[src/rtl/except_commit_ctrl.sv]
// ============================================================================
// Module   : except_commit_ctrl
// Purpose  : Sequences the commit of a mem-stage exception/ERET. It stalls the
//            pipeline, drains bus traffic, issues a one-cycle CP0 update and
//            flush, then holds a PC redirect until fetch accepts it.
// Options  : EXCEPT_DRAIN_WATCHDOG_EN enables the drain watchdog and the
//            drain_timeout output.
// Revision : 1.0 - initial release
// ============================================================================
`default_nettype none

module except_commit_ctrl #(
    parameter int ADDR_W   = 32,
    parameter int MAX_WAIT = 255
) (
    input  logic              clk,
    input  logic              rst,
    input  logic              req_valid,
    input  logic              req_eret,
    input  logic [4:0]        req_code,
    input  logic              req_delayslot,
    input  logic [ADDR_W-1:0] req_cur_pc,
    input  logic [ADDR_W-1:0] req_badvaddr,
    input  logic [ADDR_W-1:0] req_jump_pc,
    input  logic              status_exl,
    input  logic              status_erl,
    input  logic              mem_busy,
    input  logic              redirect_ready,
    output logic              stall_o,
    output logic              flush_o,
    output logic              cp0_epc_we,
    output logic [ADDR_W-1:0] cp0_epc,
    output logic              cp0_cause_we,
    output logic [4:0]        cp0_cause_code,
    output logic              cp0_cause_bd,
    output logic              cp0_badvaddr_we,
    output logic [ADDR_W-1:0] cp0_badvaddr,
    output logic              cp0_set_exl,
    output logic              cp0_clr_exl,
    output logic              cp0_clr_erl,
    output logic              redirect_valid,
    output logic [ADDR_W-1:0] redirect_pc,
    output logic              busy
`ifdef EXCEPT_DRAIN_WATCHDOG_EN
    ,
    output logic              drain_timeout
`endif
);

    typedef enum logic [1:0] {
        S_IDLE     = 2'd0,
        S_DRAIN    = 2'd1,
        S_COMMIT   = 2'd2,
        S_REDIRECT = 2'd3
    } state_t;

    state_t            r_state;
    state_t            w_state_nxt;

    logic              r_eret;
    logic [4:0]        r_code;
    logic              r_ds;
    logic [ADDR_W-1:0] r_cur_pc;
    logic [ADDR_W-1:0] r_badvaddr;
    logic [ADDR_W-1:0] r_jump_pc;
    logic              r_exl;
    logic              r_erl;

    logic              w_wd_expire;
    logic              w_is_exc;
    logic              w_addr_code;

`ifdef EXCEPT_DRAIN_WATCHDOG_EN
    localparam int CNT_W = $clog2(MAX_WAIT + 1);

    logic [CNT_W-1:0]  r_wd_cnt;
    logic              r_wd_fired;

    // The count reads k-1 in the k-th DRAIN cycle, so expiry lands on cycle MAX_WAIT.
    assign w_wd_expire = (r_state == S_DRAIN) && mem_busy &&
                         (r_wd_cnt == CNT_W'(MAX_WAIT - 1));

    always_ff @(posedge clk) begin
        if (rst) begin
            r_wd_cnt   <= '0;
            r_wd_fired <= 1'b0;
        end else if (r_state == S_IDLE) begin
            r_wd_cnt   <= '0;
            r_wd_fired <= 1'b0;
        end else if (r_state == S_DRAIN) begin
            r_wd_cnt   <= r_wd_cnt + 1'b1;
            r_wd_fired <= w_wd_expire;
        end
    end

    assign drain_timeout = (r_state == S_COMMIT) && r_wd_fired;
`else
    assign w_wd_expire = 1'b0;
`endif

    always_ff @(posedge clk) begin
        if (rst) begin
            r_state <= S_IDLE;
        end else begin
            r_state <= w_state_nxt;
        end
    end

    // Request fields and CP0 status are captured once and frozen for the sequence.
    always_ff @(posedge clk) begin
        if (rst) begin
            r_eret     <= 1'b0;
            r_code     <= '0;
            r_ds       <= 1'b0;
            r_cur_pc   <= '0;
            r_badvaddr <= '0;
            r_jump_pc  <= '0;
            r_exl      <= 1'b0;
            r_erl      <= 1'b0;
        end else if ((r_state == S_IDLE) && req_valid) begin
            r_eret     <= req_eret;
            r_code     <= req_code;
            r_ds       <= req_delayslot;
            r_cur_pc   <= req_cur_pc;
            r_badvaddr <= req_badvaddr;
            r_jump_pc  <= req_jump_pc;
            r_exl      <= status_exl;
            r_erl      <= status_erl;
        end
    end

    always_comb begin
        w_state_nxt = r_state;
        case (r_state)
            S_IDLE: begin
                if (req_valid) begin
                    w_state_nxt = mem_busy ? S_DRAIN : S_COMMIT;
                end
            end
            S_DRAIN: begin
                if (!mem_busy || w_wd_expire) begin
                    w_state_nxt = S_COMMIT;
                end
            end
            S_COMMIT: begin
                w_state_nxt = S_REDIRECT;
            end
            S_REDIRECT: begin
                if (redirect_ready) begin
                    w_state_nxt = S_IDLE;
                end
            end
            default: begin
                w_state_nxt = S_IDLE;
            end
        endcase
    end

    assign w_is_exc    = !r_eret;
    assign w_addr_code = (r_code != 5'd0) && (r_code <= 5'd5);

    always_comb begin
        stall_o         = 1'b1;
        busy            = 1'b1;
        flush_o         = 1'b0;
        cp0_epc_we      = 1'b0;
        cp0_epc         = '0;
        cp0_cause_we    = 1'b0;
        cp0_cause_code  = '0;
        cp0_cause_bd    = 1'b0;
        cp0_badvaddr_we = 1'b0;
        cp0_badvaddr    = '0;
        cp0_set_exl     = 1'b0;
        cp0_clr_exl     = 1'b0;
        cp0_clr_erl     = 1'b0;
        redirect_valid  = 1'b0;
        redirect_pc     = '0;
        case (r_state)
            S_IDLE: begin
                stall_o = req_valid;
                busy    = 1'b0;
            end
            S_COMMIT: begin
                flush_o = 1'b1;
                if (w_is_exc) begin
                    // Nested exceptions (EXL already set) leave EPC and BD untouched.
                    if (!r_exl) begin
                        cp0_epc_we   = 1'b1;
                        cp0_epc      = r_ds ? (r_cur_pc - ADDR_W'(4)) : r_cur_pc;
                        cp0_cause_bd = r_ds;
                    end
                    cp0_cause_we   = 1'b1;
                    cp0_cause_code = r_code;
                    cp0_set_exl    = 1'b1;
                    if (w_addr_code) begin
                        cp0_badvaddr_we = 1'b1;
                        cp0_badvaddr    = r_badvaddr;
                    end
                end else begin
                    cp0_clr_erl = r_erl;
                    cp0_clr_exl = !r_erl;
                end
            end
            S_REDIRECT: begin
                redirect_valid = 1'b1;
                redirect_pc    = r_jump_pc;
            end
            default: begin
            end
        endcase
    end

endmodule

`default_nettype wire

[config.mk]
export PLATFORM = sky130hd
export DESIGN_NAME = except_commit_ctrl
export DESIGN_NICKNAME = d
export VERILOG_FILES = /design/src/rtl/except_commit_ctrl.sv
export SDC_FILE = /design/constraint.sdc
export NUM_CORES = 1
export LEC_CHECK = 0
export CAP_MARGIN = 25
export CORE_ASPECT_RATIO = 0.75
export CORE_MARGIN = 3
export CORE_UTILIZATION = 45
export DETAILED_ROUTE_END_ITERATION = 16
export DONT_BUFFER_PORTS = 1
export REMOVE_ABC_BUFFERS = 1
export SLEW_MARGIN = 20
export SYNTH_ARGS = -nofsm -noshare
export SYNTH_HDL_FRONTEND = slang
export SYNTH_SLANG_ARGS = --single-unit
[constraint.sdc]
create_clock -name clk -period 3.7 [get_ports clk]
set_input_delay 0.185 -clock clk [delete_from_list [all_inputs] [get_ports clk]]
set_output_delay 0.185 -clock clk [all_outputs]
set_load 0.005 [all_outputs]
==> results_dict.tcl <==
set metrics [dict create \
    finalSetupViolations 0 \
    grt_max_degree 108 \
    cts_sinks 107 \
    fmax_mhz 309 \
    ys_types 43 \
    layout-drive-gt1-share_pct 5.04 \
    io-pin-count 222 \
    maxCapViolations 0 \
    post-route-period-util_pct 87.5 \
    synth_seq_cells 107 \
    clk_latency_ps 350 \
    drcViolationCount 0 \
    synth_cells 700 \
    drt-wirelength-per-cell_um 15.8 \
    rsz0062_at_grt "false" \
    avgSynthCellArea_um2 7.36 \
    crit_slowest_cell "nor2b_1" \
    antenna_found_initial 0 \
    fp.dieH_um 98.6 \
    dr_total_vias 4964 \
    max_stage_delay_ps 620 \
    synth_flop_cell "dfxtp_1" \
    cts_hold_buffers 104 \
    period_needed_ps 3240 \
    vias_per_cell 5.43 \
    port_buffers 0 \
    slew_headroom_pct 51.9 \
    power.total_w 0.00391 \
    hold_violations 0 \
    cts_setup_buffers 0 \
    power_density_nw_per_um2 594 \
    holdWs_ps 24.1 \
    cts_tree "done" \
    num_rows 33 \
    fin_tns_setup_ps 0 \
    routed_wl_mm 14.4 \
    crit_type "flip-flop to output pin" \
    grtUsageTotal_pct 22.2 \
    grt_pass1_wl_mm 23.1 \
    outcome "finished, final reports clean" \
    synthArstFlopShare_pct 0 \
    critPathArrivalTime_ps 3050 \
    drtIter0Drc 273 \
    synth_edf_count 0 \
    n_antenna_cell 0 \
    clkTransAtPathRegs_ps 70 \
    die_x_um 130 \
    numCtsBuffers 9 \
    synth_seq_area_share_pct 41.6 \
    regArea_um2 2140 \
    cp.required_ps 3510 \
    layout.nets 885 \
    ys_warn_count 0 \
    path_buf_inv 3 \
    worst_slew_pin_slew_ps 719 \
    crit_family "simple AND/OR/NAND/NOR gates" \
    core_um2 11100 \
    multi_input_area_um2 2800 \
    area_delta_synth_final_pct 27.7 \
    grt_overflow_total 0 \
    hold_class "input port to flip-flop" \
    path_cells "inv_1 -> ha_1 -> nor2b_1 -> nand2b_1 -> buf_4 -> inv_1 -> nand2_1 -> mux2i_1" \
    cp_common_cell "inv_1" \
    dp_cells 792 \
    cts-root-buf "clkbuf_16" \
    end_kind "output pin" \
    die_area_um2 12800 \
    worstPathMaxFanout 19 \
    cts_resized 0 \
    start_util_pct 46.5 \
    cts_max_level 3 \
    clockBufferDepth 2 \
    final_core_util_pct 59.4 \
    start_kind "flip-flop" \
    grt_pass1_vias 4668 \
    drtAntennaViolNets 0 \
    static-leakage-power_nw 2.42 \
    fillers 961 \
    first_pass_iters 4 \
    peakVddDrop_mv 0.355 \
    skew_ps 11.4 \
    slew_violations 0 \
    syn_area_um2 5150 \
    place_congestion 0.814 \
    hpwl_mm 9.13 \
    final_cells 914 \
]
[registers in the layout (all words and copies together) (netlist names)]
name        count
r_code          5
r_exl           1
r_cur_pc       32
r_eret          1
r_erl           1
r_jump_pc      32
r_badvaddr     32
r_ds            1
r_state         2
[cells in the mapped netlist, types with 2 or more instances]
master    instances  area (um2)
nor4_1            6        37.5
dfxtp_1         107        2140
xor2_1            7        61.3
nor2_1           18        67.6
a21oi_1         122         611
and2_1           73         457
nand2b_1          4        25.0
o31ai_1           8        60.1
a211oi_1          4        30.0
buf_2             3        15.0
xnor2_1           2        17.5
and3_1            2        12.5
clkbuf_1         37         139
nor4_4            2        42.5
buf_1             8        30.0
or4_1             7        52.6
nand2_1         220         826
mux2i_1           4        40.0
or2_2             6        37.5
ha_1              6        75.1
o21ai_0           6        30.0
or3_1             6        37.5
nand4_1           4        25.0
nor2b_1           2        12.5
or4b_1            2        20.0
nor3_1            3        15.0
o41ai_1           2        17.5
nand3_1           7        35.0
inv_1             8        30.0
[cells in the final DEF (no fill, tap or decap), drive strengths merged, types with 2 or more instances in the layout]
cell type	instances
a211oi	4
or4b	2
nor4	8
dlygate4sd3	103
nand3	7
ha	6
and2	73
or3	7
xnor2	2
nor2b	2
nand2	220
nand4	5
or4	8
o31ai	8
and3	2
inv	11
nand2b	4
or2	6
o41ai	2
a21oi	122
o21ai	6
mux2i	4
clkbuf	10
xor2	7
nor2	18
buf	5
dfxtp	107
nor3	4
[cell type report]
class / count / share of cell area (%)
inverter: 8 / 0.457
clock buffer: 10 / 3.63
sequential: 107 / 32.6
timing repair buffer: 108 / 17.0
multi-input combinational: 535 / 42.6
tap: 140 / 2.66
clock inverter: 6 / 1.05
[stage by stage]
| step | worst slack [ps] | instance area [um2] |
|---|---|---|
| after global placement | 882 | 5150 |
| after floorplan | 963 | 4950 |
| final | 463 | 6580 |
| after CTS | 306 | 6520 |
| after detailed placement | 701 | 5150 |
| after global routing | 151 | 6580 |
[final timing paths]
check	startpoint	end	slack, ps	depth (start not counted)
worst max-delay path	r_state[0]	cp0_epc[30]	460	8
worst min-delay path	req_cur_pc[20]	r_cur_pc[20]	20	2
worst max register to register	r_state[0]	r_jump_pc[18]	1260	7
worst min register to register	r_badvaddr[1]	r_badvaddr[1]	450	2
[cells by family after synthesis]
logic type	Yosys count	synth area share, %
buf+inv	58	4.52
flops	107	41.6
mux	4	0.778
xor+xnor	9	1.53
fa+ha+maj	6	1.46
compound gates	145	15.0
simple gates	371	35.1
[routing by layer]
layer / global-route usage (%) / vias to the layer above / wire length (um) / part of all wire, %
met2: 35.7 / 185 / 6790 / 47
met5: 0 / - / 0 / 0
met3: 7.53 / 24 / 1200 / 8.3
met4: 6.63 / 0 / 261 / 1.8
met1: 28.5 / 2311 / 6190 / 43
li1: - / 2444 / - / -
[report_power, final]
part | switching, W | total, W | internal, W | leakage [nW]
Sequential | 0.000185 | 0.00156 | 0.00138 | 0.877
Clock | 0.000445 | 0.000995 | 0.000550 | 0.150
Combinational | 0.000864 | 0.00135 | 0.000488 | 1.39
Total | 0.00149 | 0.00391 | 0.00241 | 2.42
(Power assumes the default switching activity.)
